File: src/rtl/piso_tx_arbiter.sv
// Two-requester round-robin front end for a WIDTH-bit PISO shift register.
// Grants one parallel word per frame, pulses load, then flags the WIDTH serial bits.
module piso_tx_arbiter #(
  parameter int WIDTH = 4,
  parameter int GAP   = 0
) (
  input  logic             clk,
  input  logic             reset,
  input  logic             req0,
  input  logic [WIDTH-1:0] data0,
  input  logic             req1,
  input  logic [WIDTH-1:0] data1,
  output logic             gnt0,
  output logic             gnt1,
  output logic [WIDTH-1:0] pi,
  output logic             load,
  output logic             so_valid,
  output logic             owner,
  output logic             busy,
  output logic             done
);

  localparam int CNT_W = $clog2(WIDTH) + 1;

  typedef enum logic [1:0] {
    S_IDLE,
    S_LOAD,
    S_SHIFT,
    S_GAP
  } state_e;

  state_e             state_q, state_d;
  logic [CNT_W-1:0]   cnt_q, cnt_d;
  logic [3:0]         gap_q, gap_d;
  logic               last_owner_q, last_owner_d;
  logic               owner_q, owner_d;
  logic [WIDTH-1:0]   pi_q, pi_d;
  logic               gnt0_q, gnt0_d;
  logic               gnt1_q, gnt1_d;
  logic               winner;

  // On a tie the requester that did not own the previous frame wins.
  assign winner = req1 & (~req0 | ~last_owner_q);

  always_comb begin
    // NOTE: every next-state signal gets a default first so no path leaves it unassigned (no latches).
    state_d      = state_q;
    cnt_d        = cnt_q;
    gap_d        = gap_q;
    last_owner_d = last_owner_q;
    owner_d      = owner_q;
    pi_d         = pi_q;
    gnt0_d       = 1'b0;
    gnt1_d       = 1'b0;

    case (state_q)
      S_IDLE: begin
        if (req0 || req1) begin
          state_d      = S_LOAD;
          pi_d         = winner ? data1 : data0;
          owner_d      = winner;
          last_owner_d = winner;
          gnt0_d       = ~winner;
          gnt1_d       = winner;
        end
      end

      S_LOAD: begin
        state_d = S_SHIFT;
        cnt_d   = '0;
      end

      S_SHIFT: begin
        if (cnt_q == CNT_W'(WIDTH - 1)) begin
          cnt_d   = '0;
          gap_d   = '0;
          state_d = (GAP > 0) ? S_GAP : S_IDLE;
        end else begin
          cnt_d = cnt_q + 1'b1;
        end
      end

      S_GAP: begin
        if (gap_q == 4'(GAP - 1)) begin
          gap_d   = '0;
          state_d = S_IDLE;
        end else begin
          gap_d = gap_q + 4'd1;
        end
      end

      default: state_d = S_IDLE;
    endcase
  end

  // NOTE: sequential state uses non-blocking assignments so all registers update together at the edge.
  always_ff @(posedge clk or negedge reset) begin
    if (!reset) begin
      state_q      <= S_IDLE;
      cnt_q        <= '0;
      gap_q        <= '0;
      last_owner_q <= 1'b1;
      owner_q      <= 1'b0;
      pi_q         <= '0;
      gnt0_q       <= 1'b0;
      gnt1_q       <= 1'b0;
    end else begin
      state_q      <= state_d;
      cnt_q        <= cnt_d;
      gap_q        <= gap_d;
      last_owner_q <= last_owner_d;
      owner_q      <= owner_d;
      pi_q         <= pi_d;
      gnt0_q       <= gnt0_d;
      gnt1_q       <= gnt1_d;
    end
  end

  // Outputs come straight from registers or from decoded state only.
  assign gnt0     = gnt0_q;
  assign gnt1     = gnt1_q;
  assign pi       = pi_q;
  assign owner    = owner_q;
  assign load     = (state_q == S_LOAD);
  assign so_valid = (state_q == S_SHIFT);
  assign busy     = (state_q != S_IDLE);
  assign done     = (state_q == S_SHIFT) && (cnt_q == CNT_W'(WIDTH - 1));

endmodule

File: config.mk
export PLATFORM = sky130hd
export DESIGN_NAME = piso_tx_arbiter
export DESIGN_NICKNAME = d
export VERILOG_FILES = /design/src/rtl/piso_tx_arbiter.sv
export SDC_FILE = /design/constraint.sdc
export NUM_CORES = 1
export LEC_CHECK = 0
export ABC_AREA = 1
export CAP_MARGIN = 30
export CORE_UTILIZATION = 47
export CTS_BUF_LIST = sky130_fd_sc_hd__clkbuf_16
export CTS_CLUSTER_SIZE = 14
export DETAILED_ROUTE_END_ITERATION = 6
export GPL_ROUTABILITY_DRIVEN = 1
export MAX_ROUTING_LAYER = met4
export PLACE_DENSITY = 0.76
export SLEW_MARGIN = 20
export SYNTH_ARGS = -nofsm -noshare
export SYNTH_HDL_FRONTEND = slang
export SYNTH_SLANG_ARGS = --single-unit
File: constraint.sdc
create_clock -name clk -period 1.5 [get_ports clk]
set_input_delay 0.15 -clock clk [delete_from_list [all_inputs] [get_ports clk]]
set_output_delay 0.15 -clock clk [all_outputs]
set_load 0.02 [all_outputs]
======== Word level (Yosys, flattened, before mapping) ========
Cells that the tools add are included.
operators by class
  $add $sub $neg .......................... 2
  eq/ne operators ......................... 8
  multiplexer cells ....................... 14
  bitwise logic cells ..................... 5
  reductions and logical operators ........ 9
operators with widths
  cell                 number
  $mux 4               3
  $pmux 2 s4           1
  $pmux 4 s2           1
  $mux 2               3
  $pmux 3 s2           1
  $reduce_bool 2->1    3
  $add 4x1->4 const B  1
  $eq 2x2->1 const B   2
  $eq 4x4->1 const B   1
  $mux 1               4
  $ne 2x2->1 const B   2
  $reduce_and 2->1     2
  $add 3x1->3 const B  1
  $eq 3x2->1 const B   1
  $mux 3               1
  $not 1->1            3
  $reduce_and 3->1     1
  $eq 2x1->1 const B   1
  $logic_not 2->1      1
  $ne 2x1->1 const B   1
  $and 1x1->1          1
  $logic_and 1x1->1    1
  $logic_or 1x1->1     1
  $or 1x1->1           1
storage, ports and cells
  register bits ........................... 17

======== Depth between registers and ports, before layout ========
  depth in word-level cells ............... 6
  depth in mapped cells ................... 7
  gate-level depth less buffers ........... 7

======== Worst setup path before layout ========
OpenSTA, ideal clock, no wires.
  kind .................................... register to register
  start point ............................. register state_q[0]
  end point ............................... register gap_q[2]
  arrival ................................. 1.247 ns
  data required time ...................... 1.383 ns
  path slack .............................. 0.136 ns
  cell stages (with the launch flop) ...... 8
  clock period less this slack ............ 1.364 ns
  path through ............................ dfrtp_1 > inv_1 > ha_1 > nand3_1 > o21ai_1 > inv_2 > nand2_1 > nand2_1
on the way
  word-level cells in the longest chain between the ends .. 3
  elaborated cells on any way between the ends .. 6
  classes of those cells .................. eq/ne (3); mux (1); reduce/logical (2)
RTL lines
  item                                                       RTL line  text
  start: declaration                                         32        state_e state_q, state_d;
  start signal: assignment                                   108       state_q <= state_d;
  $eq 2x2->1 (*)                                             --
  via so_valid                                               17        output logic so_valid,
  $ne 2x1->1 (no line) or $reduce_bool 2->1 (tied branches)  --
  $reduce_and 2->1 (no line)                                 --
  end signal: assignment                                     110       gap_q <= gap_d;
  end: declaration                                           34        logic [3:0] gap_q, gap_d;
The timed path passes the listed nets; every way through them passes the cells marked *.
A chain may end at the register's enable or synchronous reset.

======== Worst setup path in the final report ========
  start point ............................. register state_q[0]
  end point ............................... output load
on the way
  word-level cells in the longest chain between the ends .. 1
RTL lines
  item              RTL line  text
  $eq 2x1->1        124       assign load = (state_q == S_LOAD);
  end: declaration  16        output logic load,
Every way passes these cells.

==> impl_metrics.yaml <==
layout:
  multi_input_area_sq_um: 407.9
  fillers: 144
  antenna-diode-count: 0
  layout-drive-gt1-share_pct: 18.62
  nNetsFinal: 165
  seq_area_sq_um: 426.7
  syn_to_final_growth_pct: 40.83
routing:
  vias_per_cell: 4.847
  vias: 824
  drc: 0
  ant_nets: 0
  first_iter_violations: 10
  wl_per_cell_um: 10.69
  drt_first_pass_iters: 4
  routed_wl_um: 1817
yosys:
  yosysWarnings: 0
  synth_area_sq_um: 907.1
  ys_seq_area_share_pct: 47.03
  yosysUniqueCellTypes: 17
  syn-num-nets: 131
  ys_ff_latch: 17
  syn_area_per_cell_sq_um: 8.099
  synthCells: 112
timing:
  relSlewSlack_pct: 85.10
  min_period_ps: 1432
  fin_setup_tns_ps: 0
  worst_slew_pin_slew_ps: 222.0
  slew_violations: 0
  setup_violations: 0
  fin_worst_skew_ps: 3.772
  finalHoldViolations: 0
  setup_ws_ps: 67.97
  rsz0062_at_grt: "no"
  fmax_ghz: 0.6983
  holdWs_ps: 230.5
  period_share_pct: 95.47
placed_design:
  hpwl_um: 1353
  pre_cts_ws_ps: -71.00
  port_buffers: 22
  place.gp.congestion: 0.8627
global_route:
  grt_antenna_before_repair: 0
  grt_pass1_wl_um: 3015
  grt_max_degree: 18
  grt_pass1_vias: 738
  grt-ovfl-total: 0
  grt_usage_pct: 21.29
critical_path:
  r2r.worst_path.cells: 7
  cp.depth: 3
  crit_path_top_delay_cell: "dfrtp_1"
  crit_fanout: 3
  crit_family: "buffers and inverters"
  reg2reg_to: "pi[0]"
  critical_path_buf_inv_count: 2
  startpoint: "state_q[0]"
  startpoint_type: "flop"
  r2r_start: "state_q[1]"
  reg2reg_slack_ps: 190
  path_cells: "buf_4, ha_1, clkdlybuf4s15_1"
  worstPathArrival_ps: 1280
  path_class: "reg2out"
  critPathCaptureType: "primary output"
  cpPeakStageDelay_ps: 390
  cp-endpoint: "load"
  cp.required_ps: 1350
clock_network:
  postCtsSetupBuffers: 0
  htreeDepth: 1
  worstSkewPairLatency_ps: 240
  clockBufferDepth: 2
  cts_tree: "done"
  clk_pin_slew_worst_paths_ps: 50
  cts.sinks: 17
  clock-root-buffer: "clkbuf_16"
  numCtsBuffers: 3
floorplan:
  initial_core_util_pct: 51.42
  row_count: 15
  dieArea_sq_mm: 0.002110
  die_height_um: 45.93
  fp.dieW_um: 45.93
  io_pins: 23
  fp.coreArea_sq_mm: 0.001764
pwr:
  p_leak_uw: 0.0006784
  power_density_mw_per_mm2: 1946
  ir_drop_mv: 1.056
job:
  drv_cap: 0
hold_path:
  hold_class: "in2async"
run_status:
  status: "finished clean"
state kept, by name, indices dropped and copies added (netlist names):
signal,flops
pi,4
gap_q,4
gnt1,1
owner,1
cnt_q,3
last_owner_q,1
gnt0,1
state_q,2
routing by layer:
metal	vias up	track usage [%]	part of all wire [%]
li1	410	-	-
met1	385	24.88	45
met2	22	33.52	48
met3	7	3.968	3.6
met4	0	12.94	2.9
met5	-	-	0
cells by family (layout without fill, tap and decap cells):
| family | after synthesis | after routing | synth area share, % |
|---|---|---|---|
| buffers and inverters | 20 | 53 | 8.276 |
| AOI/OAI and AO/OA | 8 | 8 | 4.413 |
| DFF | 17 | 17 | 47.03 |
| and+or+nand+nor | 59 | 59 | 29.66 |
| adders and majority gates | 7 | 7 | 9.655 |
| xor gates and xnor gates | 1 | 1 | 0.9657 |
how the worst min path moves through the flow:
| stage | end | cells after the start | slack, ps |
|---|---|---|---|
| 2_1_floorplan | cnt_q[0] | 0 | -150 |
| 3_3_place_gp | last_owner_q | 2 | 450 |
| 3_5_place_dp | last_owner_q | 2 | 460 |
| 4_1_cts | cnt_q[2] | 2 | 240 |
| 5_1_grt | cnt_q[2] | 2 | 270 |
| 6_report | gap_q[2] | 2 | 230 |
final cells by class:
cell class                      count  share of cell area [%]
Clock buffer                        3                   5.877
Clock inverter                      1                  0.2938
Inverter                           20                   5.877
Multi-Input combinational cell     75                   31.93
Sequential cell                    17                   33.40
Tap cell                           25                   2.449
Timing Repair Buffer               29                   20.18
repair_timing:
item,4_1_cts,5_1_grt
hold buffers,0,0
pin swaps,0,0
endpoints found under the setup margin,4,3
gates resized for setup,8,6
gates cloned,0,0
cell usage after synthesis:
cell type  count  area share [%]
nand2_1       37              15
dfrtp_1       16              44
inv_1         16             6.6
ha_1           7             9.7
nand3_1        7             3.9
nor2_1         5             2.1
o21ai_1        5             2.8
inv_2          4             1.7
nand2_2        3             2.1
nand4_1        3             2.1
nor2_4         2             2.5
o21ai_0        2             1.1
a21oi_1        1            0.55
dfstp_2        1             2.9
nand3_2        1             1.1
nor2_2         1            0.69
xor2_1         1            0.97
stage by stage:
| stage | util (%) | total power, uW | instance area [sq um] | cells |
|---|---|---|---|---|
| after detailed placement | 68.65 | 1986 | 1211 | 166 |
| after global routing | 72.41 | 2677 | 1277 | 170 |
| after CTS | 73.19 | 2502 | 1291 | 170 |
| after global placement | 68.65 | 1959 | 1211 | 166 |
| final | 72.41 | 2487 | 1277 | 170 |
| after floorplan | - | 1461 | 907.1 | 112 |
where the power goes:
group | switching, uW | internal (uW) | total, uW
clock network | 162 | 353 | 515
logic | 688 | 527 | 1210
registers | 110 | 647 | 757
worst register-to-register path, cell delays in order (launching register included):
cell and delay [ps]:
dfrtp_1 390, inv_1 110, ha_1 210, inv_2 70
nor2_4 170, inv_2 100, nand2_1 80, o21ai_1 70
cell usage in the layout (no fill, tap or decap):
cell type         n
nand2_1          37
buf_2             1
dfrtp_1          16
xor2_1            1
buf_4             7
a21oi_1           1
nor2_2            1
clkbuf_16         3
nor2_4            2
nand2_2           3
nand3_1           7
clkdlybuf4s15_1   1
clkdlybuf4s50_1  18
inv_1            16
nand4_1           3
o21ai_1           5
ha_1              6
clkbuf_2          2
dfstp_2           1
inv_2             5
ha_2              1
nand3_2           1
o21ai_0           2
nor2_1            5
Power figures use the tool's default switching activity.
